`src/rtl/controle_acumulador.sv`:
```
// Sequencer that clears the accumulator, then feeds it N memory words via Load/Transfer strobes.
// Every output is a flop, so the accumulator's edge-sensitive strobes stay glitch-free.
module controle_acumulador #(
  parameter int TAMANHO     = 16,
  parameter int LARGURA_END = 4
) (
  input  logic                   Clock,
  input  logic                   Reset,
  input  logic                   Iniciar,
  input  logic [LARGURA_END-1:0] EndInicial,
  input  logic [LARGURA_END:0]   N,
  input  logic [TAMANHO-1:0]     Dado,
  output logic [LARGURA_END-1:0] Endereco,
  output logic                   LerMem,
  output logic [TAMANHO-1:0]     M,
  output logic                   Load,
  output logic                   Transfer,
  output logic                   Clear,
  output logic                   Ocupado,
  output logic                   Pronto
);

  typedef enum logic [2:0] {
    OCIOSO, LIMPA, LE, ESPERA, CARREGA, TRANSFERE, FIM
  } estado_t;

  localparam logic [LARGURA_END-1:0] END_UM   = 1;
  localparam logic [LARGURA_END:0]   CONTA_UM = 1;

  estado_t                state_reg;
  logic [LARGURA_END:0]   conta_reg;

  // Outputs are assigned from the state being entered, so they are valid for that whole cycle.
  always_ff @(posedge Clock) begin
    if (Reset) begin
      state_reg <= OCIOSO;
      conta_reg <= '0;
      Endereco  <= '0;
      M         <= '0;
      LerMem    <= 1'b0;
      Load      <= 1'b0;
      Transfer  <= 1'b0;
      Pronto    <= 1'b0;
      Ocupado   <= 1'b0;
      Clear     <= 1'b0;
    end else begin
      LerMem   <= 1'b0;
      Load     <= 1'b0;
      Transfer <= 1'b0;
      Pronto   <= 1'b0;
      Clear    <= 1'b1;
      Ocupado  <= 1'b1;
      case (state_reg)
        OCIOSO: begin
          if (Iniciar) begin
            Endereco  <= EndInicial;
            conta_reg <= N;
            Clear     <= 1'b0;
            state_reg <= LIMPA;
          end else begin
            Ocupado <= 1'b0;
          end
        end
        LIMPA: begin
          if (conta_reg == '0) begin
            Pronto    <= 1'b1;
            state_reg <= FIM;
          end else begin
            LerMem    <= 1'b1;
            state_reg <= LE;
          end
        end
        LE: state_reg <= ESPERA;
        ESPERA: begin
          M         <= Dado;
          Load      <= 1'b1;
          state_reg <= CARREGA;
        end
        CARREGA: begin
          Transfer  <= 1'b1;
          state_reg <= TRANSFERE;
        end
        TRANSFERE: begin
          Endereco  <= Endereco + END_UM;
          conta_reg <= conta_reg - CONTA_UM;
          if (conta_reg == CONTA_UM) begin
            Pronto    <= 1'b1;
            state_reg <= FIM;
          end else begin
            LerMem    <= 1'b1;
            state_reg <= LE;
          end
        end
        FIM: begin
          Ocupado   <= 1'b0;
          state_reg <= OCIOSO;
        end
        default: begin
          Ocupado   <= 1'b0;
          state_reg <= OCIOSO;
        end
      endcase
    end
  end

endmodule

```
`config.mk`:
```
export PLATFORM = sky130hd
export DESIGN_NAME = controle_acumulador
export DESIGN_NICKNAME = d
export VERILOG_FILES = /design/src/rtl/controle_acumulador.sv
export SDC_FILE = /design/constraint.sdc
export NUM_CORES = 1
export LEC_CHECK = 0
export CAP_MARGIN = 40
export CORE_ASPECT_RATIO = 0.6
export CORE_MARGIN = 2
export CORE_UTILIZATION = 47
export CTS_CLUSTER_SIZE = 16
export DETAILED_ROUTE_END_ITERATION = 12
export GPL_TIMING_DRIVEN = 0
export MAX_ROUTING_LAYER = met4
export PLACE_DENSITY = 0.84
export SLEW_MARGIN = 10
export SYNTH_ARGS = -nofsm -noshare
export SYNTH_HDL_FRONTEND = slang
export SYNTH_SLANG_ARGS = --single-unit
```
`constraint.sdc`:
```
create_clock -name Clock -period 2.25 [get_ports Clock]
set_clock_uncertainty 0.15 [all_clocks]
set_input_delay 0.45 -clock Clock [delete_from_list [all_inputs] [get_ports Clock]]
set_output_delay 0.45 -clock Clock [all_outputs]
set_load 0.02 [all_outputs]
```
* Word level (Yosys, flattened, before mapping)
Index checks and enable logic that the tools add are counted.
W data, S select, Z words.
** Operators by class
- Add/sub/neg operators :: 2
- Equality and inequality tests :: 7
- Muxes and demuxes :: 20
- Reduce and logical (&&, ||, !) cells :: 5
** Operators with widths (count)
- $pmux W3 S6 :: 1
- $pmux W5 S2 :: 1
- $mux W1 :: 9
- $mux W3 :: 3
- $pmux W4 S2 :: 1
- $eq A3 B2 Y1 const B :: 2
- $eq A3 B3 Y1 const B :: 2
- $pmux W1 S2 :: 3
- $eq A5 B1 Y1 const B :: 1
- $logic_not A5 Y1 :: 1
- $mux W5 :: 1
- $reduce_or A5 Y1 :: 1
- $sub A5 B1 Y5 const B :: 1
- $add A4 B1 Y4 const B :: 1
- $mux W4 :: 1
- $eq A3 B1 Y1 const B :: 1
- $logic_not A3 Y1 :: 1
- $ne A2 B2 Y1 const B :: 1
- $reduce_and A2 Y1 :: 1
- $reduce_bool A2 Y1 :: 1
** Word-level totals
- Flip-flop bits (word level) :: 34

* Logic depth before layout (Yosys ltp)
Gate-level depths: netlist of the first run.
- Word-level depth :: 3
- Mapped depth :: 5

* Worst setup path after synthesis of the first run
No wires, ideal clock.
- Kind :: input -> register
- Start point :: input port Iniciar
- End point :: register Endereco[0]
- Setup time :: 0.122 ns
- Data arrival time :: 1.159 ns
- Slack :: 0.819 ns
- Cell stages on the path :: 5
- Path buffers :: 1
- Cells stage by stage :: nand2b_4 or3_1 buf_2 o221ai_1 a21oi_1
** Between the ends
- Cells in the longest elaborated chain, start to end :: 2
** RTL lines
- start, declared :: RTL line 9 : input logic Iniciar,
- $ne A2 B2 Y1 (no line)
- $reduce_and A2 Y1 (no line)
- end signal, assigned :: RTL line 56 : Endereco <= EndInicial;
- end signal, assigned :: RTL line 84 : Endereco <= Endereco + END_UM;
- end, declared :: RTL line 13 : output logic [LARGURA_END-1:0] Endereco,
No other way between the ends.
A chain may end at the register's enable or synchronous reset.

* Worst setup path in the final report of the first run
- Start point :: register Endereco[0]
- End point :: output port Endereco[0]
No word-level cell between the ends.

==> flow_summary.toml, run 1 <==
[run_status]
status = "finished, final reports clean"

[routing]
drt-wirelength-per-cell_um = 14.3
firstDrtPassIters = 4
drt_iter0_drc = 96
postRouteAntennaNets = 0
remaining_drc_errors = 0
via_per_inst = 5.17
wirelength_mm = 3.91
dr_total_vias = 1412

[worst_setup_path]
cp_slowest_cell = "clkdlybuf4s50_1"
cp.depth = 1
cp-start-kind = "flip-flop"
r2r_start = "state_reg[1]"
critical_path_buf_inv_count = 1
reg2reg_slack_ps = 580
crit_start = "Endereco[0]"
critPathRequiredTime_ps = 1650
reg2reg_to = "M[1]"
endpoint_kind = "primary output"
r2r_cells = 5
crit_path_max_fanout = 5
crit_path_end = "Endereco[0]"
path_cells = "clkdlybuf4s50_1"
crit_type = "reg2out"
max_stage_delay_ps = 640
path_delay_family = "buffers and inverters"
crit_arrival_ps = 1350

[sta]
final_hold_viol_count = 0
rsz0062_at_grt = "no"
finalMaxSlewViolations = 0
setup_viol = 0
fmax_mhz = 513
worst_slew_margin_rel = 0.655
worstMarginPinSlew_ps = 517
finalSetupTns_ps = 0
min_period_ps = 1950
holdWs_ps = 310
period_share = 0.867

[min_path]
hold_class = "reg2reg"
hold_depth = 2
hold_path.startpoint = "M[6]"

[die]
num_rows = 15
ios = 54
dieArea_sq_um = 3630
die_h_um = 47.5
initial_core_util = 0.506
coreArea_sq_um = 2930
dieWidth_um = 76.5

[power_and_ir_drop]
p_seq_frac = 0.437
ir_drop_uv = 576
pwr_density_cell_nw_per_um2 = 751
leakage_nw = 0.798
p_sw_uw = 505
clockPowerShare = 0.286
power_frac_comb = 0.277
swShare = 0.311
p_total_mw = 1.62
internal-power_mw = 1.12

[grt]
grt_use_total = 0.238
antenna_found_initial = 0
grt_max_degree = 12
grt_pass1_wl_mm = 6.18
grt_pass1_vias = 1288
gr-total-overflow = 0

[synth]
yosys_warnings = 0
syn-num-nets = 202
synth_edf_count = 0
ys_seq_area_frac = 0.459
synth-simple-area-share = 0.258
synthAdderAreaFrac = 0.0338
synth_cell_types = 43
synthArstFlopShare = 0
synthXorXnorAreaFrac = 0
synth_ff_type = "dfxtp_1"
netlist_instances = 170
synth_seq_cells = 34
muxShareOfSynthArea = 0.0203
syn_area_per_cell_sq_um = 8.72
syn-cell-area_sq_um = 1480
synth_top_family_by_area = "simple AND/OR/NAND/NOR gates"
synth_compound_gate_area_share = 0.185

[clock_tree]
clock_path_buffers = 2
cts_sinks = 34
postCtsSetupRepairBufs = 0
clk-insertion-delay-late_ps = 290
hold_buffers = 0
htreeDepth = 2
path_clk_slew_ps = 60
ctsResizeCount = 0
cts_buffers = 5
cts_tree = "built"
clockRootBuffer = "clkbuf_8"

[layout]
multi_input_area_sq_um = 737
syn_to_final_growth_pct = 45.7
finalNonFillerCells = 273
utilization = 0.738
largest_reg_flops = 16
num-nets-final = 262
antennaDiodeCount = 0
drive_above_1_share = 0.104
fillers = 223
regArea_sq_um = 681

[placement]
gp_congestion = 0.904
port_buffers = 53
dp_hpwl_mm = 2.97
dp.cells = 265

[run]
drv_cap = 0
-- power by group through the flow --
stage,Clock (mW),Sequential [mW],Combinational (mW)
final,0.464,0.710,0.449
after global routing,0.503,0.717,0.482
after floorplan,0,0.751,0.238
after CTS,0.475,0.709,0.444
after global placement,0,0.719,0.425
after detailed placement,0,0.722,0.443
-- tightest hold or removal path, cell delays in order (launching register included) --
cell and delay, ps:
dfxtp_1 310, nand2_1 50, a21oi_1 50
-- layer usage --
| layer | global-route usage | share of wire |
|---|---|---|
| met5 | - | 0 |
| met4 | 0.127 | 0.022 |
| met3 | 0.0623 | 0.067 |
| met2 | 0.361 | 0.44 |
| met1 | 0.300 | 0.47 |
-- metrics by stage --
stage	instance area [sq um]	setup WS, ps
5_1_grt	2160	235
2_1_floorplan	1480	819
3_5_place_dp	2070	28.7
4_1_cts	2160	304
3_3_place_gp	2070	119
6_report	2160	300
-- layout by cell type, fill, tap and decap left out, types with 2 or more instances in the layout --
cell type | synthesis | layout
nor2_1 | 6 | 6
clkdlybuf4s50_1 | 0 | 53
inv_1 | 3 | 3
a21oi_2 | 2 | 2
buf_1 | 2 | 2
mux2i_1 | 3 | 3
o221ai_1 | 2 | 2
clkbuf_8 | 0 | 6
a21oi_1 | 25 | 25
dfxtp_1 | 34 | 34
nor3_1 | 2 | 2
nand3_1 | 6 | 6
a31oi_1 | 2 | 2
nand2_1 | 42 | 42
buf_2 | 4 | 4
or3_1 | 2 | 2
a2bb2oi_1 | 4 | 4
ha_1 | 4 | 4
-- Yosys cell counts (all sizes together), types with 3 or more instances --
library cell | instances | area (sq um)
a21oi | 27 | 143
a2bb2oi | 4 | 35.0
buf | 8 | 46.3
dfxtp | 34 | 681
ha | 4 | 50.1
inv | 4 | 15.0
mux2i | 3 | 30.0
nand2 | 42 | 158
nand3 | 6 | 30.0
nor2 | 7 | 28.8
nor3 | 3 | 26.3
-- how the worst min path moves through the flow --
| stage | slack [ps] | end |
|---|---|---|
| floorplan | 310 | conta_reg[1] |
| global placement | 290 | M[6] |
| detailed placement | 300 | M[10] |
| CTS | 310 | M[10] |
| global route | 320 | M[6] |
| finish | 310 | M[6] |
-- cell type report --
| class | instances | share of cell area |
|---|---|---|
| Tap cell | 42 | 0.0243 |
| Buffer | 9 | 0.0232 |
| Clock buffer | 6 | 0.0382 |
| Inverter | 4 | 0.00695 |
| Sequential cell | 34 | 0.315 |
| Multi-Input combinational cell | 123 | 0.341 |
| Timing Repair Buffer | 53 | 0.246 |
| Clock inverter | 2 | 0.00579 |
-- logic make-up after synthesis --
family / count (synthesis)
adders and majority gates: 4
buffers and inverters: 13
DFF: 34
AOI/OAI and AO/OA: 43
and+or+nand+nor: 73
muxes: 3
Power figures use the tool's default switching activity.
==> inputs of run 2 (changes only) <==
--- a/config.mk
+++ b/config.mk
@@ -18,3 +18,4 @@
 export SYNTH_ARGS = -nofsm -noshare
 export SYNTH_HDL_FRONTEND = slang
 export SYNTH_SLANG_ARGS = --single-unit
+export TNS_END_PERCENT = 20
==> results of run 2 <==
Final layout, timing and power as in run 1 (identical DEF).
